`src/rtl/mips_isa_pkg.sv`:
```
// rtl/mips_isa_pkg.sv - MIPS opcode/funct constants, field positions and issuer state enum
package mips_isa_pkg;

  localparam logic [5:0] OP_RTYPE  = 6'd0;
  localparam logic [5:0] OP_LW     = 6'd35;
  localparam logic [5:0] OP_SW     = 6'd43;
  localparam logic [5:0] FUNCT_ADD = 6'd32;
  localparam logic [5:0] FUNCT_SUB = 6'd34;

  localparam int OP_MSB    = 31;
  localparam int OP_LSB    = 26;
  localparam int RS_MSB    = 25;
  localparam int RS_LSB    = 21;
  localparam int RT_MSB    = 20;
  localparam int RT_LSB    = 16;
  localparam int RD_MSB    = 15;
  localparam int RD_LSB    = 11;
  localparam int FUNCT_MSB = 5;
  localparam int FUNCT_LSB = 0;

  typedef enum logic [1:0] {
    ST_IDLE  = 2'd0,
    ST_ISSUE = 2'd1,
    ST_WAIT  = 2'd2
  } issue_state_e;

  // Only add, sub, lw and sw are executed by the downstream CPU.
  function automatic logic is_supported(input logic [31:0] word);
    logic [5:0] op;
    logic [5:0] funct;
    op    = word[OP_MSB:OP_LSB];
    funct = word[FUNCT_MSB:FUNCT_LSB];
    return ((op == OP_RTYPE) && ((funct == FUNCT_ADD) || (funct == FUNCT_SUB))) ||
           (op == OP_LW) || (op == OP_SW);
  endfunction

endpackage

```
`src/rtl/instr_fifo.sv`:
```
// rtl/instr_fifo.sv - synchronous instruction queue with occupancy-based full/empty
module instr_fifo #(
  parameter int DEPTH = 8,
  parameter int WIDTH = 32
) (
  input  logic             clock,
  input  logic             reset,
  input  logic             push,
  input  logic [WIDTH-1:0] push_data,
  input  logic             pop,
  output logic [WIDTH-1:0] head,
  output logic             full,
  output logic             empty
);

  localparam int AW = $clog2(DEPTH);
  localparam logic [AW:0] FULL_CNT = DEPTH[AW:0];

  logic [WIDTH-1:0] mem_q [DEPTH];
  logic [AW-1:0]    wr_ptr_q, wr_ptr_d;
  logic [AW-1:0]    rd_ptr_q, rd_ptr_d;
  logic [AW:0]      count_q, count_d;
  logic             do_push, do_pop;

  assign full    = (count_q == FULL_CNT);
  assign empty   = (count_q == '0);
  // A push while full is dropped even if a pop frees a slot in the same cycle.
  assign do_push = push && !full;
  assign do_pop  = pop && !empty;
  assign head    = mem_q[rd_ptr_q];

  always_comb begin
    wr_ptr_d = wr_ptr_q;
    rd_ptr_d = rd_ptr_q;
    count_d  = count_q;
    if (do_push) wr_ptr_d = wr_ptr_q + 1'b1;
    if (do_pop)  rd_ptr_d = rd_ptr_q + 1'b1;
    case ({do_push, do_pop})
      2'b10:   count_d = count_q + 1'b1;
      2'b01:   count_d = count_q - 1'b1;
      default: count_d = count_q;
    endcase
  end

  always_ff @(posedge clock or negedge reset) begin
    if (!reset) begin
      wr_ptr_q <= '0;
      rd_ptr_q <= '0;
      count_q  <= '0;
    end else begin
      wr_ptr_q <= wr_ptr_d;
      rd_ptr_q <= rd_ptr_d;
      count_q  <= count_d;
    end
  end

  always_ff @(posedge clock) begin
    if (do_push) mem_q[wr_ptr_q] <= push_data;
  end

endmodule

```
`src/rtl/instr_issuer.sv`:
```
// rtl/instr_issuer.sv - paced MIPS instruction issue stage; INSTR_ISSUER_OPCHECK_EN discards unsupported words
module instr_issuer #(
  parameter int DEPTH = 8,
  parameter int GAP   = 6,
  parameter int CNT_W = 8
) (
  input  logic             clock,
  input  logic             reset,
  input  logic             wr_en,
  input  logic [31:0]      wr_data,
  output logic             full,
  output logic             empty,
  input  logic             run,
  output logic [31:0]      instrword,
  output logic             newinstr,
  output logic             busy,
  output logic [CNT_W-1:0] issued_cnt,
  output logic             illegal
);

  import mips_isa_pkg::*;

  localparam int GW = (GAP > 2) ? $clog2(GAP) : 1;
  localparam logic [GW-1:0] GAP_LOAD = GW'(GAP - 2);

  issue_state_e     state_q, state_d;
  logic [31:0]      instrword_q, instrword_d;
  logic             newinstr_q, newinstr_d;
  logic             busy_q, busy_d;
  logic             illegal_q, illegal_d;
  logic [CNT_W-1:0] issued_cnt_q, issued_cnt_d;
  logic [GW-1:0]    gap_q, gap_d;
  logic             pop;
  logic [31:0]      head;
  logic             head_ok;

  instr_fifo #(
    .DEPTH (DEPTH),
    .WIDTH (32)
  ) u_fifo (
    .clock     (clock),
    .reset     (reset),
    .push      (wr_en),
    .push_data (wr_data),
    .pop       (pop),
    .head      (head),
    .full      (full),
    .empty     (empty)
  );

`ifdef INSTR_ISSUER_OPCHECK_EN
  assign head_ok = is_supported(head);
`else
  assign head_ok = 1'b1;
`endif

  always_comb begin
    state_d      = state_q;
    instrword_d  = instrword_q;
    newinstr_d   = 1'b0;
    illegal_d    = 1'b0;
    issued_cnt_d = issued_cnt_q;
    gap_d        = gap_q;
    pop          = 1'b0;
    case (state_q)
      ST_IDLE: begin
        if (run && !empty) begin
          pop = 1'b1;
          if (head_ok) begin
            instrword_d = head;
            newinstr_d  = 1'b1;
            state_d     = ST_ISSUE;
          end else begin
            illegal_d = 1'b1;
          end
        end
      end
      ST_ISSUE: begin
        issued_cnt_d = issued_cnt_q + 1'b1;
        gap_d        = GAP_LOAD;
        state_d      = ST_WAIT;
      end
      ST_WAIT: begin
        // An unsupported head falls back to IDLE, where it is discarded.
        if (gap_q != '0) begin
          gap_d = gap_q - 1'b1;
        end else if (run && !empty && head_ok) begin
          pop         = 1'b1;
          instrword_d = head;
          newinstr_d  = 1'b1;
          state_d     = ST_ISSUE;
        end else begin
          state_d = ST_IDLE;
        end
      end
      default: state_d = ST_IDLE;
    endcase
    busy_d = (state_d != ST_IDLE);
  end

  always_ff @(posedge clock or negedge reset) begin
    if (!reset) begin
      state_q      <= ST_IDLE;
      instrword_q  <= '0;
      newinstr_q   <= 1'b0;
      busy_q       <= 1'b0;
      illegal_q    <= 1'b0;
      issued_cnt_q <= '0;
      gap_q        <= '0;
    end else begin
      state_q      <= state_d;
      instrword_q  <= instrword_d;
      newinstr_q   <= newinstr_d;
      busy_q       <= busy_d;
      illegal_q    <= illegal_d;
      issued_cnt_q <= issued_cnt_d;
      gap_q        <= gap_d;
    end
  end

  assign instrword  = instrword_q;
  assign newinstr   = newinstr_q;
  assign busy       = busy_q;
  assign illegal    = illegal_q;
  assign issued_cnt = issued_cnt_q;

endmodule
```
`config.mk`:
```
export PLATFORM = sky130hd
export DESIGN_NAME = instr_issuer
export DESIGN_NICKNAME = d
export VERILOG_FILES = /design/src/rtl/mips_isa_pkg.sv /design/src/rtl/instr_fifo.sv /design/src/rtl/instr_issuer.sv
export SDC_FILE = /design/constraint.sdc
export NUM_CORES = 1
export LEC_CHECK = 0
export CORE_MARGIN = 2
export CORE_UTILIZATION = 50
export CTS_BUF_LIST = sky130_fd_sc_hd__clkbuf_16
export CTS_CLUSTER_DIAMETER = 80
export DETAILED_ROUTE_END_ITERATION = 8
export HOLD_SLACK_MARGIN = 0.05
export PLACE_DENSITY = 0.69
export SETUP_SLACK_MARGIN = 0.1
export SYNTH_ARGS = -nofsm -noshare
export SYNTH_HDL_FRONTEND = slang
export SYNTH_HIERARCHICAL = 1
export SYNTH_SLANG_ARGS = --single-unit
```
`constraint.sdc`:
```
create_clock -name clock -period 5.3 [get_ports clock]
set_clock_uncertainty 0.1 [all_clocks]
set_input_delay 1.06 -clock clock [delete_from_list [all_inputs] [get_ports clock]]
set_output_delay 1.06 -clock clock [all_outputs]
set_load 0.02 [all_outputs]
```
==> impl_results.md <==
- IO Count: 81
- CTS Buffer Depth: 3
- Post-Synth Adder-Cell Area: 0.9831%
- Simple-gate area share of the yosys netlist: 2.079%
- Critical path peak fanout: 9
- Fmax: 0.2717 GHz
- XOR/XNOR share of the synthesized area: 0.9319%
- Status: completed
- WHS Path Cells: 1
- Inserted Diodes: 0
- Compound-Gate Fraction of Synth Area: 1.301%
- Final ANT Viol Nets: 0
- Reg2reg path depth: 11
- Initial Util: 50.54%
- Worst vdd ir: 304.2 uV
- Final setup TNS: 0 ns
- Post-Syn Nets: 611
- Post-DP HPWL: 12900 um
- Ys async rst share: 18.21%
- DP Cell Count: 955
- Clk pin slew, worst setup/hold paths: 0.06 ns
- Startpoint types: input port
- P_leak: 4.893 nW
- Total power: 8.232 mW
- Area Growth Syn to Fin: 18.22%
- WL/cell: 21.62 um
- Critical path cell sequence: clkdlybuf4s50_1 > inv_1 > a2111oi_0 > o41ai_2 > inv_2 > ha_1 > ha_1 > or4b_1 > o311ai_0 > o211ai_1
- Detailed Route Iter0 Violations: 334
- Largest family of logic cells by synthesized area: multiplexers
- Synth Flop Type: edfxtp_1
- Std cell rows: 57
- Worst hold start: issued_cnt[7]
- Netlist Area Pre-Place: 12220 um^2
- Fin crit period: 3.680 ns
- Sequential share of the synthesized area: 74.59%
- Max-cap violations: 0
- Drt pass-1 iters: 4
- Post-Syn Instances: 566
- FF+latch count, synth: 313
- Vias/cell: 5.610
- Delay-heaviest family, CP: compound AO/OA/AOI/OAI gates
- Most used cell, CP: ha_1
- CTS sink count: 313
- Fin cells: 1012
- Clock Tree Root: clkbuf_16
- Pwr Density: 569.9 nW/um^2
- Number of hold buffers added after CTS: 0
- Number of enable flip-flop cells after synthesis: 256
- CP Buf/Inv Count: 3
- Synth warn: 6
- Hold Crit Class: flip-flop to flip-flop
- Worst path slowest cell: a2111oi_0
- Post-CTS Setup Inserts: 0
- Share of layout cells above drive strength 1: 27.91%
- Die width: 160.3 um
- First-pass GRT wire length: 34660 um
- Htree depth: 1
- Clk Latency, worst-skew pair: 0.56 ns
- Drt total wl: 21880 um
- Final period utilization: 69.44%
- DRC: 0
- # port buffers: 79
- CP Class: input port to flip-flop
- Reg-to-reg slack, setup: 1.79 ns
- Core Region: 24180 um^2
- Final setup vio count: 0
- Worst rel slew slack: 27.78%
- Arrival time worst endpoint: 4.00 ns
- Die Area: 25700 um^2
- Mux cell area share after synthesis: 18.33%
- Worst Hold End: issued_cnt[7]
- Post-cts gate resize count: 0
- Reg2reg end: u_fifo/count_q[3]
- Final hold viol count: 0
- Final #Nets: 709
- Final Max Slew Viols: 0
- Vias in the first global route: 6168
- CP endpoint kind: flip-flop
- RSZ-0062 raised after global routing: false
- Yosys cell types: 51
- Vias: 5677
- CP Data Required Time: 5.62 ns
- Gp weighted congestion: 0.7689
- Max incr delay on CP: 0.61 ns
- Worst r2r src: gap_q[0]
- Antenna violations before repair: 0
- Worst-Margin Slew: 1.083 ns
- Syn avg cell area: 21.59 um^2
- Pin count of the biggest net entering global routing: 52
- Chip height: 160.3 um
- CTS buffer count: 31
- GRT Total Usage: 17.53%
- Total congestion overflow: 0
- CTS tree: yes
-- layout make-up --
class	instances	area, um^2
clock buffer	31	775.7
clock inverter	26	284.0
tap	324	405.4
multi-input combinational	217	2945
inverter	10	37.54
timing repair buffer	91	875.8
fill	1690	9733
sequential	313	9120
-- worst reg2reg max path: stages, from the launching register on --
cell and delay, ns:
dfrtp_1 0.40, inv_1 0.10, ha_1 0.25, nand2b_4 0.09, a2111oi_0 0.64, o41ai_2 0.25
inv_2 0.11, ha_1 0.29, ha_1 0.33, or4b_1 0.55, o311ai_0 0.13, o211ai_1 0.13
-- layer usage --
metal,up-vias,track usage [%],part of all wire [%]
met2,132,30.97,51
met4,0,4.013,1.9
met5,-,0,0
li1,2512,-,-
met1,2997,23.48,43
met3,36,2.402,4.0
-- stage by stage --
stage | hold slack, ns | utilization (%) | instance area [um^2] | setup slack (ns)
floorplan | 0.3836 | - | 12220 | 1.340
global placement | 0.3616 | 55.36 | 13380 | 1.120
detailed placement | 0.3648 | 55.36 | 13380 | 1.068
CTS | 0.3738 | 59.74 | 14440 | 1.604
global route | 0.4051 | 59.74 | 14440 | 1.392
finish | 0.3668 | 59.74 | 14440 | 1.620
-- placed cells by master, fill, tap and decap left out, types with 2 or more instances in the layout --
master | synthesis | layout
clkinv_1 | 0 | 8
nor3_2 | 0 | 2
nor2b_1 | 2 | 2
mux4_2 | 55 | 55
buf_4 | 1 | 12
inv_1 | 9 | 14
nor3b_1 | 3 | 3
dfrtp_2 | 0 | 2
xnor2_1 | 11 | 11
clkinv_2 | 0 | 4
clkbuf_16 | 0 | 31
mux2_1 | 3 | 3
nand2b_1 | 3 | 3
edfxtp_1 | 256 | 256
mux4_1 | 9 | 9
nor2_4 | 0 | 6
a21oi_1 | 3 | 3
clkinvlp_4 | 0 | 2
nand2_1 | 11 | 11
and3_1 | 2 | 2
or4b_1 | 2 | 2
clkdlybuf4s50_1 | 0 | 78
bufinv_16 | 0 | 6
nand3_1 | 4 | 4
xor2_1 | 2 | 2
mux2_2 | 64 | 64
nand4_1 | 3 | 3
ha_1 | 8 | 8
dfrtp_1 | 57 | 54
-- how the worst max path moves through the flow --
stage	startpoint	to	slack, ns	cells past startpoint
floorplan	wr_en	u_fifo/mem_q[1][0]	1.34	2
global placement	run	u_fifo/count_q[3]	1.12	10
detailed placement	run	u_fifo/count_q[3]	1.07	10
CTS	run	u_fifo/count_q[3]	1.60	10
global route	run	u_fifo/count_q[3]	1.39	10
finish	run	u_fifo/count_q[3]	1.62	10
-- synthesized netlist by cell type (4+ instances only) --
master	instances	area share, %
edfxtp_1	256	63
mux2_2	64	5.9
dfrtp_1	57	12
mux4_2	55	10
nand2_1	11	0.34
xnor2_1	11	0.79
inv_1	9	0.28
mux4_1	9	1.9
buf_6	8	0.74
clkbuf_1	8	0.25
ha_1	8	0.82
nor2_1	7	0.22
buf_1	5	0.15
nand3_1	4	0.16
-- sequential cells by signal, summed over array words and instances (netlist names) --
register,count
u_fifo/rd_ptr_q,3
state_q,2
instrword,32
issued_cnt,8
u_fifo/mem_q,256
u_fifo/wr_ptr_q,3
u_fifo/count_q,4
gap_q,3
newinstr,1
busy,1
-- power breakdown --
group	leakage [nW]	switching (mW)	internal (mW)
logic	1.36	1.03	1.31
registers	3.01	0.470	3.19
clock network	0.532	0.879	1.35
-- cell families after synthesis --
group	count (synthesis)
multiplexers	132
XOR/XNOR	13
AO/OA/AOI/OAI	17
other	1
adder cells (fa/ha/maj)	9
buffers and inverters	36
flip-flops	313
AND/OR/NAND/NOR	45
(Power assumes the default switching activity.)
